[src/rtl/persiana_motor_scheduler.sv]
// Blind motor sequencer: arbitrates manual vs light-sensor targets, drives the motor with reversal dead time and travel timeout.
// Optional build macro PERSIANA_AUTO_HYST_EN adds an AUTO_HYST-tick stability filter on automatic requests.
module persiana_motor_scheduler #(
  parameter int DEAD_TICKS    = 4,
  parameter int TIMEOUT_TICKS = 200,
  parameter int CW            = 8
`ifdef PERSIANA_AUTO_HYST_EN
  ,
  parameter int AUTO_HYST     = 3
`endif
) (
  input  logic       clk,
  input  logic       reset,
  input  logic       tick,
  input  logic       man_valid,
  input  logic [1:0] man_cmd,
  input  logic       auto_en,
  input  logic [1:0] sensor,
  input  logic       s_sup,
  input  logic       s_med,
  input  logic       s_inf,
  output logic       motor_up,
  output logic       motor_down,
  output logic       busy,
  output logic       fault,
  output logic [1:0] target,
  output logic       cmd_ack
);

  typedef enum logic [2:0] {IDLE, DEAD, MOVE_UP, MOVE_DOWN, FAULT} state_e;
  typedef enum logic [1:0] {SEEN_UNK, SEEN_SUP, SEEN_MED, SEEN_INF} seen_e;

  localparam logic DIR_UP   = 1'b1;
  localparam logic DIR_DOWN = 1'b0;

  state_e        state_q, state_d;
  seen_e         last_seen_q, last_seen_d, seen_now;
  logic          last_dir_q, last_dir_d;
  logic          moved_q, moved_d;
  logic          pend_dir_q, pend_dir_d;
  logic [CW-1:0] cnt_q, cnt_d;
  logic [1:0]    target_q, target_d;
  logic          motor_up_q, motor_up_d;
  logic          motor_down_q, motor_down_d;
  logic          busy_q, busy_d;
  logic          fault_q, fault_d;
  logic          cmd_ack_q, cmd_ack_d;

  logic [3:0]    at_pos;
  logic          conflict, man_acc, auto_ok, req, req_dir, mid_dir, cur_dir;
  logic [1:0]    req_t;

`ifdef PERSIANA_AUTO_HYST_EN
  logic [1:0]    hyst_val_q, hyst_val_d;
  logic [CW-1:0] hyst_cnt_q, hyst_cnt_d;
`endif

  // Indexed by a target code: 11 open/s_sup, 10 mid/s_med, 01 close/s_inf, 00 never reached.
  assign at_pos = {s_sup, s_med, s_inf, 1'b0};

  always_comb begin
    seen_now = last_seen_q;
    if (s_inf) seen_now = SEEN_INF;
    if (s_med) seen_now = SEEN_MED;
    if (s_sup) seen_now = SEEN_SUP;

    conflict = (s_sup & s_inf) | (s_med & (s_sup | s_inf));
    man_acc  = man_valid && (man_cmd != 2'b00) && (state_q != FAULT);
    mid_dir  = ((seen_now == SEEN_SUP) ||
                ((seen_now == SEEN_MED) && (last_dir_q == DIR_UP))) ? DIR_DOWN : DIR_UP;
    cur_dir  = (state_q == MOVE_UP);

`ifdef PERSIANA_AUTO_HYST_EN
    hyst_val_d = hyst_val_q;
    hyst_cnt_d = hyst_cnt_q;
    if (state_q != IDLE) begin
      hyst_cnt_d = '0;
    end else if (tick) begin
      if (sensor == 2'b00) begin
        hyst_cnt_d = '0;
      end else if (sensor == hyst_val_q) begin
        if (hyst_cnt_q < CW'(AUTO_HYST)) hyst_cnt_d = hyst_cnt_q + CW'(1);
      end else begin
        hyst_val_d = sensor;
        hyst_cnt_d = CW'(1);
      end
    end
    auto_ok = tick && auto_en && (sensor != 2'b00) && !at_pos[sensor] &&
              (hyst_cnt_d >= CW'(AUTO_HYST));
`else
    auto_ok = tick && auto_en && (sensor != 2'b00) && !at_pos[sensor];
`endif

    req   = 1'b0;
    req_t = 2'b00;
    if (man_acc) begin
      req   = 1'b1;
      req_t = man_cmd;
    end else if ((state_q == IDLE) && auto_ok) begin
      req   = 1'b1;
      req_t = sensor;
    end
    case (req_t)
      2'b11:   req_dir = DIR_UP;
      2'b10:   req_dir = mid_dir;
      default: req_dir = DIR_DOWN;
    endcase

    state_d     = state_q;
    target_d    = target_q;
    cnt_d       = cnt_q;
    last_seen_d = seen_now;
    last_dir_d  = last_dir_q;
    moved_d     = moved_q;
    pend_dir_d  = pend_dir_q;
    cmd_ack_d   = man_acc && !conflict;

    if (conflict) begin
      state_d  = FAULT;
      target_d = 2'b00;
    end else if (req) begin
      if (at_pos[req_t]) begin
        state_d  = IDLE;
        target_d = 2'b00;
      end else begin
        target_d = req_t;
        case (state_q)
          IDLE: begin
            // First move after reset, or same direction as last time, needs no dead time.
            if (!moved_q || (req_dir == last_dir_q)) begin
              state_d    = req_dir ? MOVE_UP : MOVE_DOWN;
              cnt_d      = '0;
              last_dir_d = req_dir;
              moved_d    = 1'b1;
            end else begin
              state_d    = DEAD;
              cnt_d      = '0;
              pend_dir_d = req_dir;
            end
          end
          DEAD: pend_dir_d = req_dir;
          MOVE_UP, MOVE_DOWN: begin
            if (req_dir != cur_dir) begin
              state_d    = DEAD;
              cnt_d      = '0;
              pend_dir_d = req_dir;
            end
          end
          default: ;
        endcase
      end
    end else begin
      case (state_q)
        DEAD: begin
          if (tick) begin
            if (cnt_q == CW'(DEAD_TICKS - 1)) begin
              state_d    = pend_dir_q ? MOVE_UP : MOVE_DOWN;
              cnt_d      = '0;
              last_dir_d = pend_dir_q;
              moved_d    = 1'b1;
            end else begin
              cnt_d = cnt_q + CW'(1);
            end
          end
        end
        MOVE_UP, MOVE_DOWN: begin
          if (at_pos[target_q]) begin
            state_d  = IDLE;
            target_d = 2'b00;
          end else if (tick) begin
            if (cnt_q == CW'(TIMEOUT_TICKS - 1)) begin
              state_d  = FAULT;
              target_d = 2'b00;
            end else begin
              cnt_d = cnt_q + CW'(1);
            end
          end
        end
        default: ;
      endcase
    end

    motor_up_d   = (state_d == MOVE_UP);
    motor_down_d = (state_d == MOVE_DOWN);
    busy_d       = (state_d != IDLE);
    fault_d      = (state_d == FAULT);
  end

  always_ff @(posedge clk or posedge reset) begin
    if (reset) begin
      state_q      <= IDLE;
      target_q     <= 2'b00;
      cnt_q        <= '0;
      last_seen_q  <= SEEN_UNK;
      last_dir_q   <= DIR_UP;
      moved_q      <= 1'b0;
      pend_dir_q   <= DIR_UP;
      motor_up_q   <= 1'b0;
      motor_down_q <= 1'b0;
      busy_q       <= 1'b0;
      fault_q      <= 1'b0;
      cmd_ack_q    <= 1'b0;
`ifdef PERSIANA_AUTO_HYST_EN
      hyst_val_q   <= 2'b00;
      hyst_cnt_q   <= '0;
`endif
    end else begin
      state_q      <= state_d;
      target_q     <= target_d;
      cnt_q        <= cnt_d;
      last_seen_q  <= last_seen_d;
      last_dir_q   <= last_dir_d;
      moved_q      <= moved_d;
      pend_dir_q   <= pend_dir_d;
      motor_up_q   <= motor_up_d;
      motor_down_q <= motor_down_d;
      busy_q       <= busy_d;
      fault_q      <= fault_d;
      cmd_ack_q    <= cmd_ack_d;
`ifdef PERSIANA_AUTO_HYST_EN
      hyst_val_q   <= hyst_val_d;
      hyst_cnt_q   <= hyst_cnt_d;
`endif
    end
  end

  assign motor_up   = motor_up_q;
  assign motor_down = motor_down_q;
  assign busy       = busy_q;
  assign fault      = fault_q;
  assign target     = target_q;
  assign cmd_ack    = cmd_ack_q;

endmodule

[config.mk]
export PLATFORM = sky130hd
export DESIGN_NAME = persiana_motor_scheduler
export DESIGN_NICKNAME = d
export VERILOG_FILES = /design/src/rtl/persiana_motor_scheduler.sv
export SDC_FILE = /design/constraint.sdc
export NUM_CORES = 1
export LEC_CHECK = 0
export BUFFER_PORTS_ARGS = -buffer_cell sky130_fd_sc_hd__buf_2
export CAP_MARGIN = 20
export CORE_ASPECT_RATIO = 0.75
export CORE_UTILIZATION = 40
export CTS_BUF_LIST = sky130_fd_sc_hd__clkbuf_8
export CTS_CLUSTER_SIZE = 25
export DETAILED_ROUTE_END_ITERATION = 6
export PLACE_DENSITY = 0.55
export REMOVE_ABC_BUFFERS = 1
export SETUP_SLACK_MARGIN = 0.02
export SLEW_MARGIN = 20
export SYNTH_ARGS = -nofsm -noshare
export SYNTH_HDL_FRONTEND = slang
export SYNTH_SLANG_ARGS = --single-unit
[constraint.sdc]
create_clock -name clk -period 4.8 [get_ports clk]
set_input_delay 0.24 -clock clk [delete_from_list [all_inputs] [get_ports clk]]
set_output_delay 0.24 -clock clk [all_outputs]
set_load 0.03 [all_outputs]
==> results.json, run 1 <==
{
  "cts-hold-fix-buffers": 0,
  "area_delta_synth_final_pct": 11.1,
  "die_area_sq_um": 4170,
  "clk_pin_slew_ps": 90,
  "postSynthRegisterBits": 23,
  "yosys_warnings": 0,
  "synth_area_per_cell_sq_um": 8.95,
  "power_density_nw_per_um2": 209,
  "tritoncts.num_buffers": 3,
  "vias": 1468,
  "run_status": "finished, final reports clean",
  "yosysTopAreaCellShare_pct": 33.5,
  "core_region_area_sq_um": 3710,
  "track_usage_pct": 21.0,
  "via_count_of_the_first_global_routing_pass": 1372,
  "drv_cap": 0,
  "synth_commonest_cells": "21 x dfrtp_1, 16 x nor2_1, 14 x nand3_1",
  "cts_setup_buffers": 0,
  "largest_net_degree_at_the_start_of_global_routing": 24,
  "fillerInstances": 392,
  "post-route-period-util_pct": 61.9,
  "critical_path_required_ps": 4930,
  "maxSlewViolCount": 0,
  "initial_core_util_pct": 42.2,
  "cts_buffer_depth": 2,
  "wire_length_of_the_first_global_routing_pass_um": 6720,
  "synth.most_common_cell": "dfrtp_1",
  "worstHoldPathType": "input port to asynchronous set/reset pin",
  "fin_crit_ps": 2970,
  "synth.yosys.seq_area_share_pct": 36.9,
  "launching_element_type_of_the_critical_path": "register",
  "power_leakage_nw": 0.744,
  "antenna_left": 0,
  "global_route.overflow_total": 0,
  "dp.final_hpwl_um": 2940,
  "setup_viol": 0,
  "path_max_fanout": 13,
  "clock-sinks": 23,
  "critical_path.cell_chain": "nor3_2, o2111ai_1, o21ai_1, nand4_2, o211a_1, a32oi_1, nand3_1",
  "timing.max_slew.rel_slack_pct": 40.5,
  "cts_tree": "built",
  "synth-async-reset-ratio_pct": 100,
  "diodes": 0,
  "htreeDepth": 1,
  "hold-worst-slack_ps": 146,
  "report.final.hold_viol_count": 0,
  "drc_errors": 0,
  "placement.io_buffers": 18,
  "worst_clock_skew_ps": 7.06,
  "totalWireLength_um": 3930,
  "cell_taking_the_most_area_after_synthesis": "dfrtp_1",
  "cp.arrival_ps": 3100,
  "drt-initial-drc-count": 87,
  "dominant_synthesized_flop_cell": "dfrtp_1",
  "ios": 19,
  "finalNetCount": 206,
  "yosys.cell_types.count": 61,
  "wl_per_cell_um": 16.1,
  "post-route-util_pct": 46.9,
  "die_x_um": 74.3,
  "post_route_cells_drive_above_1_share_pct": 18.2,
  "worstSkewPairLatency_ps": 270,
  "rsz0062_at_grt": "no",
  "setup.worst_path.class": "register to register",
  "chipHeight_um": 56.2,
  "yosys-top-cells-area": "dfrtp_1 34%, nand3_1 4.5%, nor2_1 3.8%",
  "worst_path_largest_cell_delay_ps": 580,
  "antenna_found_initial": 0,
  "mappedNetlistArea_sq_um": 1570,
  "drt_first_pass_iters": 4,
  "critical_path.slowest_cell": "o21ai_1",
  "placement_rows": 19,
  "root_buffer": "clkbuf_8",
  "place.gp.congestion": 0.946,
  "irDropWorstVdd_v": 0.000189,
  "worst_r2r_path_depth": 7,
  "viasPerCell": 6.02,
  "worst_max_slew_pin_slew_ps": 892,
  "maxClockFrequency_mhz": 337,
  "post_synth_edffs": 0,
  "tns_ps": 0,
  "cts_resized": 0,
  "timing.critical_path.to_type": "register",
  "post_synth_inst_count": 175
}
[per-layer routing]
layer	part of all wire (%)	global-route usage, %
met1	48	31.7
met2	44	31.3
met3	6.3	3.80
met4	0.79	4.04
met5	0	0
[worst paths after layout]
kind,to,start,slack [ps]
max,busy,state_q[2],1830
min,busy,reset,150
max reg2reg,busy,state_q[2],1830
min reg2reg,moved_q,moved_q,520
max in group asynchronous,cnt_q[1],reset,4100
min in group clk,last_seen_q[1],s_sup,220
[worst max-delay path, delay by kind of cell, from the launching register on]
family	cells	cell delay, ps
and+or+nand+nor	3	750
AOI/OAI and AO/OA	4	1540
DFF	1	540
[layout make-up]
class,instances,area [sq um],area share [%]
multi-input cells,139,931,53.5
flip-flops and latches,23,578,33.2
repair buffers,18,90.1,5.18
well taps,52,65.1,3.74
clock buffers,3,41.3,2.37
inverters,8,30.0,1.73
clock inverters,1,5.00,0.288
[registers in the layout, indices dropped and copies added, names as in the netlist]
register     count
fault            1
pend_dir_q       1
moved_q          1
cmd_ack          1
busy             1
cnt_q            8
last_seen_q      2
last_dir_q       1
motor_up         1
target           2
motor_down       1
state_q          3
[power breakdown]
part	switching (W)	internal, W	leakage, nW	total, W
Combinational	0.0000224	0.0000133	0.427	0.0000357
Clock	0.0000644	0.0000580	0.0255	0.000122
Sequential	0.00000513	0.000200	0.292	0.000206
Total	0.0000919	0.000272	0.744	0.000364
[cells by family after synthesis]
group	Yosys count	synth area share, %
simple gates	72	25.8
buf+inv	13	3.67
flops	23	36.9
compound gates	59	28.4
mux	5	3.27
fa+ha+maj	2	1.44
xor+xnor	1	0.559
[placed cells by master, fill, tap and decap left out, types with 4 or more instances in the layout]
master   Yosys  routed
dfrtp_1     21      21
buf_2        1      18
nor2_1      16      16
nand3_1     14      14
nand2_1     11      11
inv_1        8       8
a21oi_1      8       8
o21ai_0      6       6
o31ai_1      6       6
a21o_1       6       6
nor3_1       5       5
a31oi_1      5       5
mux2i_1      4       4
[metrics by stage]
stage | cell area, sq um | total power [W] | worst slack, ps | instances
2_1_floorplan | 1540 | 0.000229 | 2450 | 170
3_3_place_gp | 1690 | 0.000243 | 1870 | 240
5_1_grt | 1740 | 0.000381 | 1670 | 244
6_report | 1740 | 0.000364 | 1830 | 244
3_5_place_dp | 1690 | 0.000245 | 1900 | 240
4_1_cts | 1740 | 0.000368 | 1880 | 244
Note: power is estimated with default switching activity, not from simulation.
==> run 2, diff against run 1 <==
Clock period 4.8 ns to 2.8 ns, I/O delays scaled along.
==> run 2 against run 1 <==
  * Cell count is 2.9% higher
  * Combinational power is 73% higher
  * Power is 70% higher
  * Sequential power is 71% higher
  * Global-route usage is 0.64 points lower
  * Clock power is 68% higher
  * Hold slack worse by 110 ps
  * First-iteration DRC count is 3.4% lower
  * Register-to-register slack worse by 1600 ps
  * Setup slack worse by 1600 ps
==> results.json, run 2 (same netlist as run 1, synthesis figures left out) <==
{
  "finalNetCount": 213,
  "worstPathBufferInverterCount": 0,
  "worstSkewPairLatency_ps": 270,
  "largest-register": "cnt_q",
  "report.final.hold_viol_count": 0,
  "antenna_found_initial": 0,
  "diodes": 0,
  "largest_net_degree_at_the_start_of_global_routing": 24,
  "die_area_sq_um": 4170,
  "global_route.overflow_total": 0,
  "cts_buffer_depth": 2,
  "rsz0062_at_grt": "no",
  "path_max_fanout": 12,
  "worst_clock_skew_ps": 6.36,
  "drt_first_pass_iters": 4,
  "tritoncts.num_buffers": 3,
  "sequential_cell_area_sq_um": 578,
  "timing.max_slew.rel_slack_pct": 43.2,
  "core_region_area_sq_um": 3710,
  "totalWireLength_um": 3880,
  "drc_errors": 0,
  "launching_element_type_of_the_critical_path": "register",
  "layout.cells.most_common_list": "21 x dfrtp_1, 18 x buf_2, 16 x nor2_1",
  "drv_cap": 0,
  "worst_max_slew_pin_slew_ps": 851,
  "critPathTopFamily": "compound AO/OA/AOI/OAI gates",
  "maxSlewViolCount": 0,
  "worstHoldPathType": "input port to asynchronous set/reset pin",
  "cpMostUsedCell": "o31a_1",
  "wl_per_cell_um": 15.4,
  "initial_core_util_pct": 42.2,
  "reg2reg_setup_slack_ps": 190,
  "cts-hold-fix-buffers": 0,
  "via_count_of_the_first_global_routing_pass": 1342,
  "reg_top3": "cnt_q (8), state_q (3)",
  "chipHeight_um": 56.2,
  "clock-sinks": 23,
  "antenna_left": 0,
  "irDropWorstVdd_v": 0.000319,
  "tns_ps": 0,
  "largest_register_ffs": 8,
  "power_density_nw_per_um2": 342,
  "timing.critical_path.to_type": "register",
  "critical_path.cell_chain": "nor3_2, o2111ai_1, o31a_1, o31a_1, and2_4, a2111oi_4, mux2i_1",
  "fin_crit_ps": 2610,
  "wire_length_of_the_first_global_routing_pass_um": 6440,
  "critical_path_required_ps": 2990,
  "final_critical_path_setup_slack_ps": 193,
  "drt-initial-drc-count": 84,
  "vias": 1482,
  "pre_cts_slack_ps": 130,
  "run_status": "finished, final reports clean",
  "worst_path_largest_cell_delay_ps": 530,
  "setup_viol": 0,
  "area_delta_synth_final_pct": 15.5,
  "multi_input_area_sq_um": 947,
  "critical_path.slowest_cell": "dfrtp_1",
  "placement_rows": 19,
  "worst_r2r_path_depth": 7,
  "root_buffer": "clkbuf_8",
  "htreeDepth": 1,
  "maxClockFrequency_mhz": 384,
  "post_route_cells_drive_above_1_share_pct": 22.6,
  "fillerInstances": 384,
  "track_usage_pct": 20.4,
  "viasPerCell": 5.90,
  "critical_path.reg2reg.startpoint": "state_q[0]",
  "setup.worst_path.class": "register to register",
  "crit-reg2reg-capture": "pend_dir_q",
  "dp.final_hpwl_um": 2980,
  "layout.cells.most_common": "dfrtp_1",
  "clk_pin_slew_ps": 80,
  "cts_tree": "built",
  "placement.io_buffers": 18,
  "post-route-period-util_pct": 93.1,
  "cp.arrival_ps": 2800,
  "die_x_um": 74.3,
  "power_leakage_nw": 0.783,
  "ios": 19,
  "place.gp.congestion": 0.930
}
==> run 2: cell types whose count changed in the layout (fill, tap and decap cells not counted), sizes merged <==
| cell | before | now |
|---|---|---|
| buf | 18 | 25 |
==> run 2: routing by layer <==
metal / global-route usage (%) / vias up / wire length [um] / share of wire, %
met5: 0 / - / 0 / 0
met4: 3.23 / 0 / 28 / 0.72
met1: 31.1 / 714 / 2010 / 52
met2: 30.3 / 41 / 1640 / 42
met3: 3.80 / 4 / 203 / 5.2
li1: - / 723 / - / -
==> run 2: layout make-up <==
type | count | share of cell area, %
Timing Repair Buffer | 25 | 7.88
Clock inverter | 1 | 0.277
Tap cell | 52 | 3.60
Multi-Input combinational cell | 139 | 52.4
Sequential cell | 23 | 32.0
Inverter | 8 | 1.66
Clock buffer | 3 | 2.28
==> run 2: worst max-delay path by stage <==
stage                     startpoint  slack [ps]  cells past startpoint         end
after global placement    state_q[0]         210                      7    cnt_q[1]
after floorplan           state_q[2]         450                      7  pend_dir_q
after global routing      state_q[0]          20                      7  motor_down
final                     state_q[0]         190                      7  pend_dir_q
after CTS                 state_q[0]         110                      7        busy
after detailed placement  state_q[0]         130                      7        busy
==> run 2: metrics by stage <==
step | hold slack, ps | utilization, % | power [W] | std cells | cell area [sq um]
after floorplan | 140 | - | 0.000393 | 170 | 1540
after global placement | 347 | 47.1 | 0.000419 | 247 | 1750
final | 35.7 | 48.8 | 0.000619 | 251 | 1810
after CTS | 69.6 | 48.3 | 0.000627 | 251 | 1790
after detailed placement | 361 | 47.1 | 0.000421 | 247 | 1750
after global routing | 131 | 48.8 | 0.000650 | 251 | 1810
==> run 2: repair_timing <==
action / CTS / global route
setup buffers: 0 / 0
setup endpoints to repair: 0 / 6
resized for setup: 0 / 3
==> run 2: power breakdown <==
part / internal, W / switching (W)
sequential: 0.000344 / 0.00000884
clock: 0.0000993 / 0.000105
combinational: 0.0000241 / 0.0000375
total: 0.000467 / 0.000152
